--- src/rtl/pid_pkg.sv ---
// Shared constants for the PID pipeline stages.
// Config addresses and FIFO overflow policy encodings.
package pid_pkg;

  localparam logic [15:0] ADDR_FIFO_MODE    = 16'h0040;
  localparam logic [15:0] ADDR_FIFO_FLUSH   = 16'h0041;
  localparam logic [15:0] ADDR_FIFO_CLR_CNT = 16'h0042;

  typedef enum logic {
    FIFO_DROP_NEW = 1'b0,
    FIFO_DROP_OLD = 1'b1
  } fifo_mode_e;

endpackage

--- src/rtl/pid_fifo_mem.sv ---
// Dual-port storage for the stage FIFO.
// Synchronous write; read data lands in a registered output stage.
module pid_fifo_mem #(
  parameter int W     = 133,
  parameter int DEPTH = 16,
  parameter int W_PTR = 4
) (
  input  logic             clk_i,
  input  logic             rst_ni,
  input  logic             we_i,
  input  logic [W_PTR-1:0] waddr_i,
  input  logic [W-1:0]     wdata_i,
  input  logic             re_i,
  input  logic [W_PTR-1:0] raddr_i,
  output logic [W-1:0]     rdata_o
);

  logic [W-1:0] mem_q [DEPTH];
  logic [W-1:0] rdata_q;

  always_ff @(posedge clk_i) begin
    if (we_i) mem_q[waddr_i] <= wdata_i;
  end

  // Same-edge writes are not visible here: only older entries load.
  always_ff @(posedge clk_i or negedge rst_ni) begin
    if (!rst_ni) begin
      rdata_q <= '0;
    end else if (re_i) begin
      rdata_q <= mem_q[raddr_i];
    end
  end

  assign rdata_o = rdata_q;

endmodule

--- src/rtl/pid_stage_fifo.sv ---
// Elastic valid/ready buffer between PID stages with overflow policy,
// per-channel saturating drop counters and flush.
module pid_stage_fifo
  import pid_pkg::*;
#(
  parameter int N_CHAN    = 5,
  parameter int W_CHAN    = 5,
  parameter int W_DATA    = 128,
  parameter int DEPTH     = 16,
  parameter int W_PTR     = 4,
  parameter int W_CNT     = 16,
  parameter int W_WR_ADDR = 16,
  parameter int W_WR_CHAN = 16,
  parameter int W_WR_DATA = 48
) (
  input  logic                 clk_in,
  input  logic                 rst_in,
  input  logic                 dv_in,
  input  logic [W_CHAN-1:0]    chan_in,
  input  logic [W_DATA-1:0]    data_in,
  input  logic                 wr_en,
  input  logic [W_WR_ADDR-1:0] wr_addr,
  input  logic [W_WR_CHAN-1:0] wr_chan,
  input  logic [W_WR_DATA-1:0] wr_data,
  input  logic                 rdy_in,
  input  logic [W_CHAN-1:0]    cnt_sel,
  output logic                 dv_out,
  output logic [W_CHAN-1:0]    chan_out,
  output logic [W_DATA-1:0]    data_out,
  output logic [W_PTR:0]       level_out,
  output logic                 full_out,
  output logic [W_CNT-1:0]     drop_cnt_out
);

  localparam logic [W_PTR:0]    FULL_LVL = (W_PTR+1)'(DEPTH);
  localparam logic [W_CHAN-1:0] NCH      = W_CHAN'(N_CHAN);

  fifo_mode_e          mode_q;
  logic [W_PTR-1:0]    wr_ptr_q, wr_ptr_d;
  logic [W_PTR-1:0]    rd_ptr_q, rd_ptr_d;
  logic [W_PTR:0]      lvl_q, lvl_d, old_left;
  logic                dv_q, dv_d;
  logic                cfg_mode, cfg_flush, cfg_clr;
  logic                push_req, pop, full;
  logic                drop_new, drop_old, wr, rd_adv;
  logic [N_CHAN-1:0]   clr_v, inc_v;
  logic [W_CNT-1:0]    cnt_q [N_CHAN];
  logic [W_CHAN+W_DATA-1:0] rdata;
  logic                unused_wr_data;

  assign cfg_mode  = wr_en && wr_addr == W_WR_ADDR'(ADDR_FIFO_MODE);
  assign cfg_flush = wr_en && wr_addr == W_WR_ADDR'(ADDR_FIFO_FLUSH);
  assign cfg_clr   = wr_en && wr_addr == W_WR_ADDR'(ADDR_FIFO_CLR_CNT);
  assign unused_wr_data = ^wr_data[W_WR_DATA-1:1];

  assign push_req = dv_in && chan_in < NCH && !cfg_flush;
  assign pop      = dv_q && rdy_in;
  assign full     = lvl_q == FULL_LVL;
  assign drop_new = push_req && full && !pop
                    && mode_q == FIFO_DROP_NEW;
  assign drop_old = push_req && full && !pop
                    && mode_q == FIFO_DROP_OLD;
  assign wr       = push_req && !drop_new;
  assign rd_adv   = pop || drop_old;
  assign old_left = lvl_q - (W_PTR+1)'(rd_adv);

  // Output is valid only if an entry stored before this edge remains.
  always_comb begin
    wr_ptr_d = wr_ptr_q + W_PTR'(wr);
    rd_ptr_d = rd_ptr_q + W_PTR'(rd_adv);
    lvl_d    = old_left + (W_PTR+1)'(wr);
    dv_d     = old_left != '0;
    if (cfg_flush) begin
      wr_ptr_d = '0;
      rd_ptr_d = '0;
      lvl_d    = '0;
      dv_d     = 1'b0;
    end
  end

  always_ff @(posedge clk_in or negedge rst_in) begin
    if (!rst_in) begin
      wr_ptr_q <= '0;
      rd_ptr_q <= '0;
      lvl_q    <= '0;
      dv_q     <= 1'b0;
      mode_q   <= FIFO_DROP_NEW;
    end else begin
      wr_ptr_q <= wr_ptr_d;
      rd_ptr_q <= rd_ptr_d;
      lvl_q    <= lvl_d;
      dv_q     <= dv_d;
      if (cfg_mode) mode_q <= fifo_mode_e'(wr_data[0]);
    end
  end

  pid_fifo_mem #(
    .W     (W_CHAN + W_DATA),
    .DEPTH (DEPTH),
    .W_PTR (W_PTR)
  ) u_mem (
    .clk_i   (clk_in),
    .rst_ni  (rst_in),
    .we_i    (wr),
    .waddr_i (wr_ptr_q),
    .wdata_i ({chan_in, data_in}),
    .re_i    (dv_d),
    .raddr_i (rd_ptr_d),
    .rdata_o (rdata)
  );

  // The discarded oldest entry is the one on the output register.
  always_comb begin
    clr_v        = '0;
    inc_v        = '0;
    drop_cnt_out = '0;
    for (int i = 0; i < N_CHAN; i++) begin
      clr_v[i] = cfg_clr && wr_chan == W_WR_CHAN'(i);
      inc_v[i] = (drop_new && chan_in == W_CHAN'(i))
                 || (drop_old && chan_out == W_CHAN'(i));
      if (cnt_sel == W_CHAN'(i)) drop_cnt_out = cnt_q[i];
    end
  end

  always_ff @(posedge clk_in or negedge rst_in) begin
    if (!rst_in) begin
      for (int i = 0; i < N_CHAN; i++) cnt_q[i] <= '0;
    end else begin
      for (int i = 0; i < N_CHAN; i++) begin
        if (clr_v[i]) begin
          cnt_q[i] <= '0;
        end else if (inc_v[i] && cnt_q[i] != '1) begin
          cnt_q[i] <= cnt_q[i] + 1'b1;
        end
      end
    end
  end

  assign {chan_out, data_out} = rdata;
  assign dv_out    = dv_q;
  assign level_out = lvl_q;
  assign full_out  = full;

endmodule

--- config.mk ---
export PLATFORM = sky130hd
export DESIGN_NAME = pid_stage_fifo
export DESIGN_NICKNAME = d
export VERILOG_FILES = /design/src/rtl/pid_pkg.sv /design/src/rtl/pid_fifo_mem.sv /design/src/rtl/pid_stage_fifo.sv
export SDC_FILE = /design/constraint.sdc
export NUM_CORES = 2
export LEC_CHECK = 0
export CAP_MARGIN = 20
export CELL_PAD_IN_SITES_DETAIL_PLACEMENT = 1
export CELL_PAD_IN_SITES_GLOBAL_PLACEMENT = 2
export CORE_MARGIN = 3
export CORE_UTILIZATION = 50
export CTS_CLUSTER_DIAMETER = 30
export CTS_CLUSTER_SIZE = 10
export DETAILED_ROUTE_END_ITERATION = 10
export GPL_TIMING_DRIVEN = 0
export PLACE_DENSITY = 0.89
export SKIP_CTS_REPAIR_TIMING = 1
export SLEW_MARGIN = 20
export SYNTH_ARGS = -nofsm -noshare
export SYNTH_HDL_FRONTEND = slang
export SYNTH_HIERARCHICAL = 1
export SYNTH_SLANG_ARGS = --single-unit
export TNS_END_PERCENT = 10
--- constraint.sdc ---
create_clock -name clk_in -period 31.6 [get_ports clk_in]
set_input_delay 6.32 -clock clk_in [delete_from_list [all_inputs] [get_ports clk_in]]
set_output_delay 6.32 -clock clk_in [all_outputs]
set_load 0.005 [all_outputs]
# Word-level counts from Yosys, hierarchy flattened
# Memories as Yosys holds them, arrays and structs flattened. A register that Yosys moved wholly into a read port is not among the register bits.
# Index checks and enable logic that the tools add are counted.
[word_totals]
ff_bits = 95
latchBits = 0
ramBits = 2128
rom_bits = 0
in_bits = 223
output_inout_bits = 156
wordCells = 119
mem_count = 1
[memory_table]
columns = ["memory", "words", "width", "rd", "rd_clocked_by_memory_dff", "wr", "line", "rtl"]
rows = [
  ["u_mem.mem_q", 16, 133, 1, 1, 1, "pid_fifo_mem.sv:18", "logic [W-1:0] mem_q [DEPTH];"],
]
[classes]
addsub = 9
mul = 0
div_mod_pow = 0
magnitude_cmp = 1
eq_ne = 25
n_shift = 0
n_mux = 21
bitwise_logic = 1
reduce_logical = 51
[ops]
columns = ["cell", "count"]
rows = [
  ["$mux W16", 15],
  ["$add A16 B1 Y16 const B", 5],
  ["$ne A16 B16 Y1 const B", 5],
  ["$eq A16 B7 Y1 const B", 3],
  ["$eq A16 B2 Y1 const B", 2],
  ["$logic_and A1 B1 Y1", 31],
  ["$eq A5 B2 Y1 const B", 6],
  ["$eq A16 B1 Y1 const B", 1],
  ["$eq A16 B3 Y1 const B", 1],
  ["$logic_not A16 Y1", 1],
  ["$eq A5 B1 Y1 const B", 3],
  ["$eq A5 B3 Y1 const B", 3],
  ["$logic_not A5 Y1", 3],
  ["$reduce_bool A2 Y1", 5],
  ["$add A4 B1 Y4", 2],
  ["$mux W4", 2],
  ["$logic_or A1 B1 Y1", 6],
  ["$add A5 B1 Y5", 1],
  ["$eq A5 B5 Y1 const B", 1],
  ["$lt A5 B3 Y1 const B", 1],
  ["$mux W5", 1],
  ["$reduce_bool A5 Y1", 1],
  ["$sub A5 B1 Y5", 1],
  ["$logic_not A1 Y1", 4],
  ["2 further kinds", 4],
]

# Logic depth before layout (Yosys ltp)
[depth]
word_depth = 12
mapped_depth = 17
mapped_depth_nobuf = 14

# Hierarchy
# The synthesis kept the hierarchy.
[by_module_without_submodules]
columns = ["module", "n_inst", "cells_per_inst", "area_each_um2", "seq_area_each_um2"]
rows = [
  ["pid_fifo_mem", 1, 3933, 84827.6, 67229.5],
  ["pid_stage_fifo", 1, 620, 5967.0, 2377.3],
]

# Worst setup path after synthesis
# No wires, ideal clock.
[synth_timing]
kind = "input to register"
from = "input wr_addr[1]"
to = "memory u_mem.mem_q[0][0], enable pin"
setup_ps = 788
arrival_ps = 16823
t_required_ps = 30812
slack_ps = 13989
cell_stages = 6
path_buffers = 1
cell_sequence = "nand2b_1 > nor2_1 > clkbuf_1 > a211oi_1 > or3b_2 > nor3_1"
[synth_between]
elab_chain_len = 11
[synth_lines]
columns = ["item", "line", "rtl"]
rows = [
  ["start: declaration", "pid_stage_fifo.sv:22", "input logic [W_WR_ADDR-1:0] wr_addr,"],
  ["$eq A16 B7 Y1 (*)", "pid_stage_fifo.sv:52", "assign cfg_flush = wr_en && wr_addr == W_WR_ADDR'(ADDR_FIFO_FLUSH);"],
  ["$logic_and A1 B1 Y1 (*)", "pid_stage_fifo.sv:52", ""],
  ["$logic_not A1 Y1 (*)", "pid_stage_fifo.sv:56", "assign push_req = dv_in && chan_in < NCH && !cfg_flush;"],
  ["$logic_and A1 B1 Y1 (*)", "pid_stage_fifo.sv:56", ""],
  ["$logic_and A1 B1 Y1 (2 in a row)", "pid_stage_fifo.sv:59", "assign drop_new = push_req && full && !pop"],
  ["$logic_and A1 B1 Y1", "pid_stage_fifo.sv:60", "&& mode_q == FIFO_DROP_NEW;"],
  ["$logic_not A1 Y1", "pid_stage_fifo.sv:63", "assign wr = push_req && !drop_new;"],
  ["$logic_and A1 B1 Y1 (*)", "pid_stage_fifo.sv:63", ""],
  ["named net wr", "pid_stage_fifo.sv:45", "logic drop_new, drop_old, wr, rd_adv;"],
  ["$mux W1 (*)", "pid_fifo_mem.sv:22", "if (we_i) mem_q[waddr_i] <= wdata_i;"],
  ["$mux W1 (not written as such) (*)", "pid_fifo_mem.sv:22", ""],
  ["end: declaration", "pid_fifo_mem.sv:18", ""],
]
# Mark *: on every way through the listed nets, which the timed path passes. The rest lies on a longest branch.

# Worst setup path after layout
[layout_timing]
from = "input cnt_sel[3]"
to = "output drop_cnt_out[7]"
[layout_between]
elab_chain_len = 6
elab_cells_between_ends = 10
classes_between = "eq/ne (4); mux (5); reduce/logical (1)"
[layout_lines]
columns = ["item", "line", "rtl"]
rows = [
  ["start: declaration", "pid_stage_fifo.sv:26", "input logic [W_CHAN-1:0] cnt_sel,"],
  ["$logic_not A5 Y1", "pid_stage_fifo.sv:121", "if (cnt_sel == W_CHAN'(i)) drop_cnt_out = cnt_q[i];"],
  ["$mux W16 (4 in a row)", "pid_stage_fifo.sv:121", ""],
  ["$mux W16 (*)", "pid_stage_fifo.sv:121", ""],
  ["end: declaration", "pid_stage_fifo.sv:32", "output logic [W_CNT-1:0] drop_cnt_out"],
]
# Mark *: on every way between the ends. The rest lies on a longest branch, timed or not.

==> metrics.cfg <==
[power_and_ir_drop]
power_frac_seq_pct=28.7
p_sw_share_pct=35.75
p_int_mw=8.362
finalPower_mw=13.02
p_switching_mw=4.654
clock_power_share_pct=38.6
leakagePower_nw=39.75
power.density_nw_per_um2=112.7
ir_worst_vdd_mv=0.08247
power_frac_comb_pct=32.7

[min_path]
hold_depth=1
min-delay-start=cnt_q[62]
min_path_type=reg2reg
min_to=cnt_q[62]

[synthesis]
synth_ff_type=edfxtp_1
yosys_warnings=6
syn_area_um2=90790
syn_inst=4553
synth-edff-count=2128
syn_avg_cell_area_um2=19.94
synthDistinctLibCells=59
synth_nets=4789
seq_area_frac_synth_pct=76.66
synthArstFlopShare_pct=9.677
ys_seq_elements=2356

[final_layout]
stdcell_count=8281
fillers=14540
finalNetCount=5753
area_growth_pct=27.16
final_common_cell=edfxtp_1
postLayoutCellArea_um2=115500
final_layout_size_suffix_gt1_share_pct=24.83
final_cell_mix=2,128 x edfxtp_1, 450 x clkbuf_16, 446 x mux2i_1
final_util_pct=64.36

[timing]
grt_setup_unrepaired=false
finalHoldViolations=0
maxSlewViolCount=0
finalCriticalPeriod_ps=14890
fin_tns_setup_ps=0
relSlewSlack_pct=13.59
max_freq_mhz=67.16
fin_skew_ps=77.90
setup_viol=0
worstMarginPinSlew_ps=1296
finalCritPeriodShare_pct=47.12

[cts]
tritoncts=done
cts_made_buffers=447
clock_path_buffers=4
cts.clk_slew.worst_paths_ps=40
clkSinkCount=2356
clock_latency_ps=1030
cts_root_buffer=clkbuf_16
htreeDepth=5

[drt]
avgRoutedWirePerCell_um=43.37
viasPerCell=7.059
drc=0
drtPass1Iterations=6
routed_wl_um=359100
ant_nets=0
initialDrtViolationCount=9533
vias=58460

[floorplan]
die_h_um=432.1
io_pins=379
core_area_um2=179400
die_area_um2=186700
rows=155
die_x_um=432.1
start_util_pct=50.61

[grt]
overflow=0
antenna_found_initial=48
grt_util_all_layers_pct=35.46
grt_max_degree=70
grt_pass1_wl_um=467300
grt_pass1_vias=60190

[setup_path]
timing.rr.end=u_mem/rdata_o[14]
critPathKind=in2out
rr_worst_depth=13
endpoint_kind=primary output
crit_arrival_ps=8570
r2r-start=level_out[2]
worst-path-max-fanout=10
cp.required_ps=25280
worstSetupStartpointType=primary input
rrSetupSlack_ps=24540

[placement]
place_area_um2=100200
dp.cells=7423
finalWeightedCongestion=0.8302
hpwlAfterDp_um=183800
io_buffers=329

[run_status]
status=finished, final reports clean

[job]
maxCapViolCount=0

## stage by stage
step,hold slack [ps],setup WS [ps]
detailed placement,521.9,16730
floorplan,457.1,13990
CTS,524.6,16700
global placement,512.6,1670
finish,526.9,16710
global route,568.2,16530
## kinds of logic after synthesis
kind of cell / after synthesis / synth area share [%]
muxes: 817 / 14.03
DFF: 2356 / 76.66
and+or+nand+nor: 524 / 3.003
xor gates and xnor gates: 78 / 0.7524
adders and majority gates: 13 / 0.1792
buffers and inverters: 272 / 1.538
AOI/OAI and AO/OA: 493 / 3.831
## cells in the mapped netlist, types with 3 or more instances
cell type / n / area, um2
a211oi_1: 53 / 397.9
a21oi_1: 44 / 220.2
a221oi_1: 41 / 359.1
a22o_1: 16 / 140.1
a32o_1: 3 / 30.03
a32oi_1: 3 / 26.28
and2_1: 13 / 81.33
and3_1: 19 / 118.9
and4_1: 7 / 61.31
buf_1: 15 / 56.30
buf_2: 84 / 420.4
buf_4: 49 / 367.9
buf_6: 10 / 112.6
clkbuf_1: 98 / 367.9
clkbuf_2: 3 / 15.01
dfrtp_1: 228 / 5705
edfxtp_1: 2128 / 63900
ha_1: 13 / 162.7
inv_1: 11 / 41.29
mux2_2: 7 / 78.83
mux2i_1: 446 / 4464
mux4_2: 364 / 8198
nand2_1: 36 / 135.1
nand2b_1: 12 / 75.07
nand3_1: 36 / 180.2
nand4_1: 34 / 212.7
nand4b_1: 3 / 26.28
nor2_1: 213 / 799.5
nor2b_1: 60 / 375.4
nor3_1: 26 / 130.1
nor3b_1: 4 / 30.03
nor4_1: 25 / 156.4
nor4_2: 10 / 125.1
nor4b_1: 6 / 52.55
o21ai_0: 14 / 70.07
o22ai_1: 225 / 1408
o32ai_1: 85 / 744.5
or2_2: 4 / 25.02
or3_1: 5 / 31.28
xnor2_1: 40 / 350.3
xor2_1: 38 / 332.8
## worst max-delay path by stage
stage | start | end | slack, ps | cells past startpoint
after detailed placement | cnt_sel[3] | drop_cnt_out[7] | 16730 | 7
after global placement | wr_addr[1] | u_mem/mem_q[12][21] | 1670 | 7
after floorplan | wr_addr[1] | u_mem/mem_q[0][0] | 13990 | 6
after global routing | cnt_sel[3] | drop_cnt_out[7] | 16530 | 7
after CTS | cnt_sel[3] | drop_cnt_out[7] | 16700 | 7
final | cnt_sel[3] | drop_cnt_out[7] | 16710 | 7
## critical path, stage by stage
cell and delay (ps):
clkdlybuf4s50_1 420, nor4_1 280, and2_1 170, clkbuf_1 260, clkbuf_1 370, a22o_1 240, clkdlybuf4s50_1 510
## sequential cells by signal, indices dropped and copies added, names as in the netlist
signal         count
cnt_q             80
u_mem/mem_q     2128
rd_ptr_q           4
u_mem/rdata_o    133
wr_ptr_q           4
level_out          5
mode_q             1
dv_out             1
## metal layers
metal	global-route usage, %	share of wire, %	vias to the layer above
met5	0	0.055	-
met2	58.63	48	5871
met1	42.89	32	30020
li1	-	-	20950
met4	20.79	8.1	26
met3	8.175	11	1585
## cell type report
| type | count | area [um2] | area share, % |
|---|---|---|---|
| Multi-Input combinational cell | 1925 | 19900 | 17.24 |
| Inverter | 11 | 41.29 | 0.03576 |
| Tap cell | 2355 | 2947 | 2.552 |
| Sequential cell | 2356 | 69610 | 60.29 |
| Buffer | 261 | 1356 | 1.175 |
| Clock inverter | 265 | 3251 | 2.816 |
| Clock buffer | 551 | 11950 | 10.35 |
| Antenna cell | 42 | 105.1 | 0.09103 |
| Timing Repair Buffer | 515 | 6296 | 5.453 |
## power by group through the flow
stage | Sequential [mW] | Combinational [mW] | Clock [mW]
6_report | 3.74 | 4.25 | 5.03
2_1_floorplan | 3.71 | 2.32 | 0
3_5_place_dp | 3.77 | 3.78 | 0
4_1_cts | 3.72 | 4.05 | 4.95
5_1_grt | 3.74 | 4.28 | 5.17
3_3_place_gp | 3.79 | 3.58 | 0
Power figures use the tool's default switching activity.
==> RTL change, RTL diff (config.mk and constraints unchanged) <==
`DEPTH` is set to 16 in 2 places; all go to 8.
--- a/src/rtl/pid_fifo_mem.sv
+++ b/src/rtl/pid_fifo_mem.sv
@@ -4,3 +4,3 @@
   parameter int W     = 133,
-  parameter int DEPTH = 16,
+  parameter int DEPTH = 8,
   parameter int W_PTR = 4
--- a/src/rtl/pid_stage_fifo.sv
+++ b/src/rtl/pid_stage_fifo.sv
@@ -8,3 +8,3 @@
   parameter int W_DATA    = 128,
-  parameter int DEPTH     = 16,
+  parameter int DEPTH     = 8,
   parameter int W_PTR     = 4,
Function: not settled (the Yosys comparison gave no result); the edit may change what the design does.
==> RTL change against the unedited design <==
Worst setup slack got worse by 260 ps. Design area fell by 41%. Total power fell by 44%. Synthesized area fell by 42%. Synthesized cell count fell by 28%. Sequential cell count fell by 1066. Wire length fell by 48%. Critical path type unchanged. Critical endpoint is now drop_cnt_out[11]. First-iteration DRC count fell by 59%.
==> RTL change: results (changes against the unedited design) <==
logic depth of the worst register-to-register path 12 (was 13); fraction of final layout cells sized beyond drive strength 1 15.1% (was 24.8%); global-route usage over all layers 34.0% (was 35.5%); estimated wirelength of the detail-placed design 109 mm (was 184 mm); gpl congestion 0.854 (was 0.830); Critical Path Fanout Max 10 (unchanged); total of buffers placed on input and output ports 329 (unchanged); Clock Pin Slew Worst Setup and Hold Paths 40 ps (about the same); Nets 4235 (was 5753); post-synth net total 3535 (was 4789); final WL 187 mm (was 359 mm); pin count of the biggest net entering global routing 78 (was 70); Fin Clk Skew 89.6 ps (was 77.9 ps); Reg2Reg Launch Point level_out[1]$_DFF_PN0_ (was level_out[2]$_DFF_PN0_); Critical Path Sink drop_cnt_out[11] (was drop_cnt_out[7]); Register-to-Register Setup Slack 26150 ps (was 24540 ps); largest register by flop count u_mem/mem_q (unchanged); Longest Clk Path Bufs 4 (unchanged); VDD IR-drop max 0.0000597 V (was 0.0000825 V); total number of vias 36300 (was 58500); number of flip-flops under the largest register name 1064 (was 2128); root buffer cell clkbuf_16 (unchanged); clk sink count 1290 (was 2356); H-Tree Level Count 5 (unchanged); violation count after the first detailed-route iteration 3899 (was 9533); Yosys warning count 6 (unchanged); TritonRoute pass-1 iters 5 (was 6); outcome complete, no violations (unchanged); FF-to-FF End u_mem/rdata_o[26]$_DFFE_PN0P_ (was u_mem/rdata_o[14]$_DFFE_PN0P_); worst relative slew slack 21.3% (was 13.6%); area of placed instances 59200 µm² (was 100000 µm²); cts bufs inserted 282 (was 447); global-route wire length before repair 273 mm (was 467 mm); Worst-Skew Late Latency 880 ps (was 1030 ps); end point of the worst hold path rd_ptr_q[2]$_DFF_PN0_ (was cnt_q[62]$_DFFE_PN0P_); reported leakage power 24.9 nW (was 39.8 nW); number of antenna violations at the first check in global routing 34 (was 48); worst hold-check path type reg -> reg (unchanged); worst hold path startpoint rd_ptr_q[2]$_DFF_PN0_ (was cnt_q[62]$_DFFE_PN0P_); Setup violations, final 0 (unchanged); vias in the first global route 39400 (was 60200); Setup crit start cnt_sel[0] (was cnt_sel[3]); WHS Path Cells 2 (was 1); net switching component of the power 2.51 mW (was 4.65 mW); FILL cells 9125 (was 14500); Worst Path Arrival 8830 ps (was 8570 ps)
-- RTL change: changes by cell type in the layout (fill, tap and decap cells not counted), sizes merged, moves of 129 or more --
cell    before   now
nand3       36   165
nor2       215    36
clkbuf     654   476
o22ai      225     0
a211o        1   137
mux4       364    16
a41o         0   133
edfxtp    2128  1064
a22oi        0   133
nor2b       60   259
buf        346   184
-- RTL change: worst max-delay path, stage by stage --
cell             delay [ps]
clkbuf_1                460
buf_1                   640
mux4_2                  670
a22o_1                  260
clkdlybuf4s50_1         470
-- RTL change: power groups by stage --
stage | clock (mW) | sequential [mW] | combinational [mW]
after global routing | 2.91 | 2.12 | 2.47
after CTS | 2.83 | 2.11 | 2.35
after detailed placement | 0 | 2.13 | 2.24
after floorplan | 0 | 2.10 | 1.32
after global placement | 0 | 2.15 | 2.14
final | 2.81 | 2.12 | 2.38
-- RTL change: cell type report --
type,instances,share of cell area (%)
Sequential cell,1290,55.2
Multi-Input combinational cell,1777,20.7
Clock buffer,352,11.0
Timing Repair Buffer,416,6.86
Tap cell,1380,2.53
Clock inverter,133,2.06
Buffer,220,1.59
Antenna cell,25,0.0918
Inverter,11,0.0606
-- RTL change: per-stage QoR --
step	total power, mW	utilization, %	setup slack (ps)	std cells	hold WS [ps]
finish	7.30	65.5	16450	5604	554
global route	7.50	65.5	16260	5597	579
CTS	7.29	65.4	16450	5579	548
detailed placement	4.37	56.9	16470	5094	539
global placement	4.29	55.5	4070	5007	525
floorplan	3.42	-	14320	3298	504
-- RTL change: routing by layer --
layer | part of all wire [%] | wire length, µm | up-vias | GRT usage, %
met5 | 0.059 | 111 | - | 0
met4 | 4.0 | 7500 | 16 | 14.7
met3 | 8.2 | 15300 | 486 | 7.37
met2 | 50 | 93600 | 2188 | 57.1
met1 | 38 | 70600 | 19000 | 42.7
li1 | - | - | 14700 | -
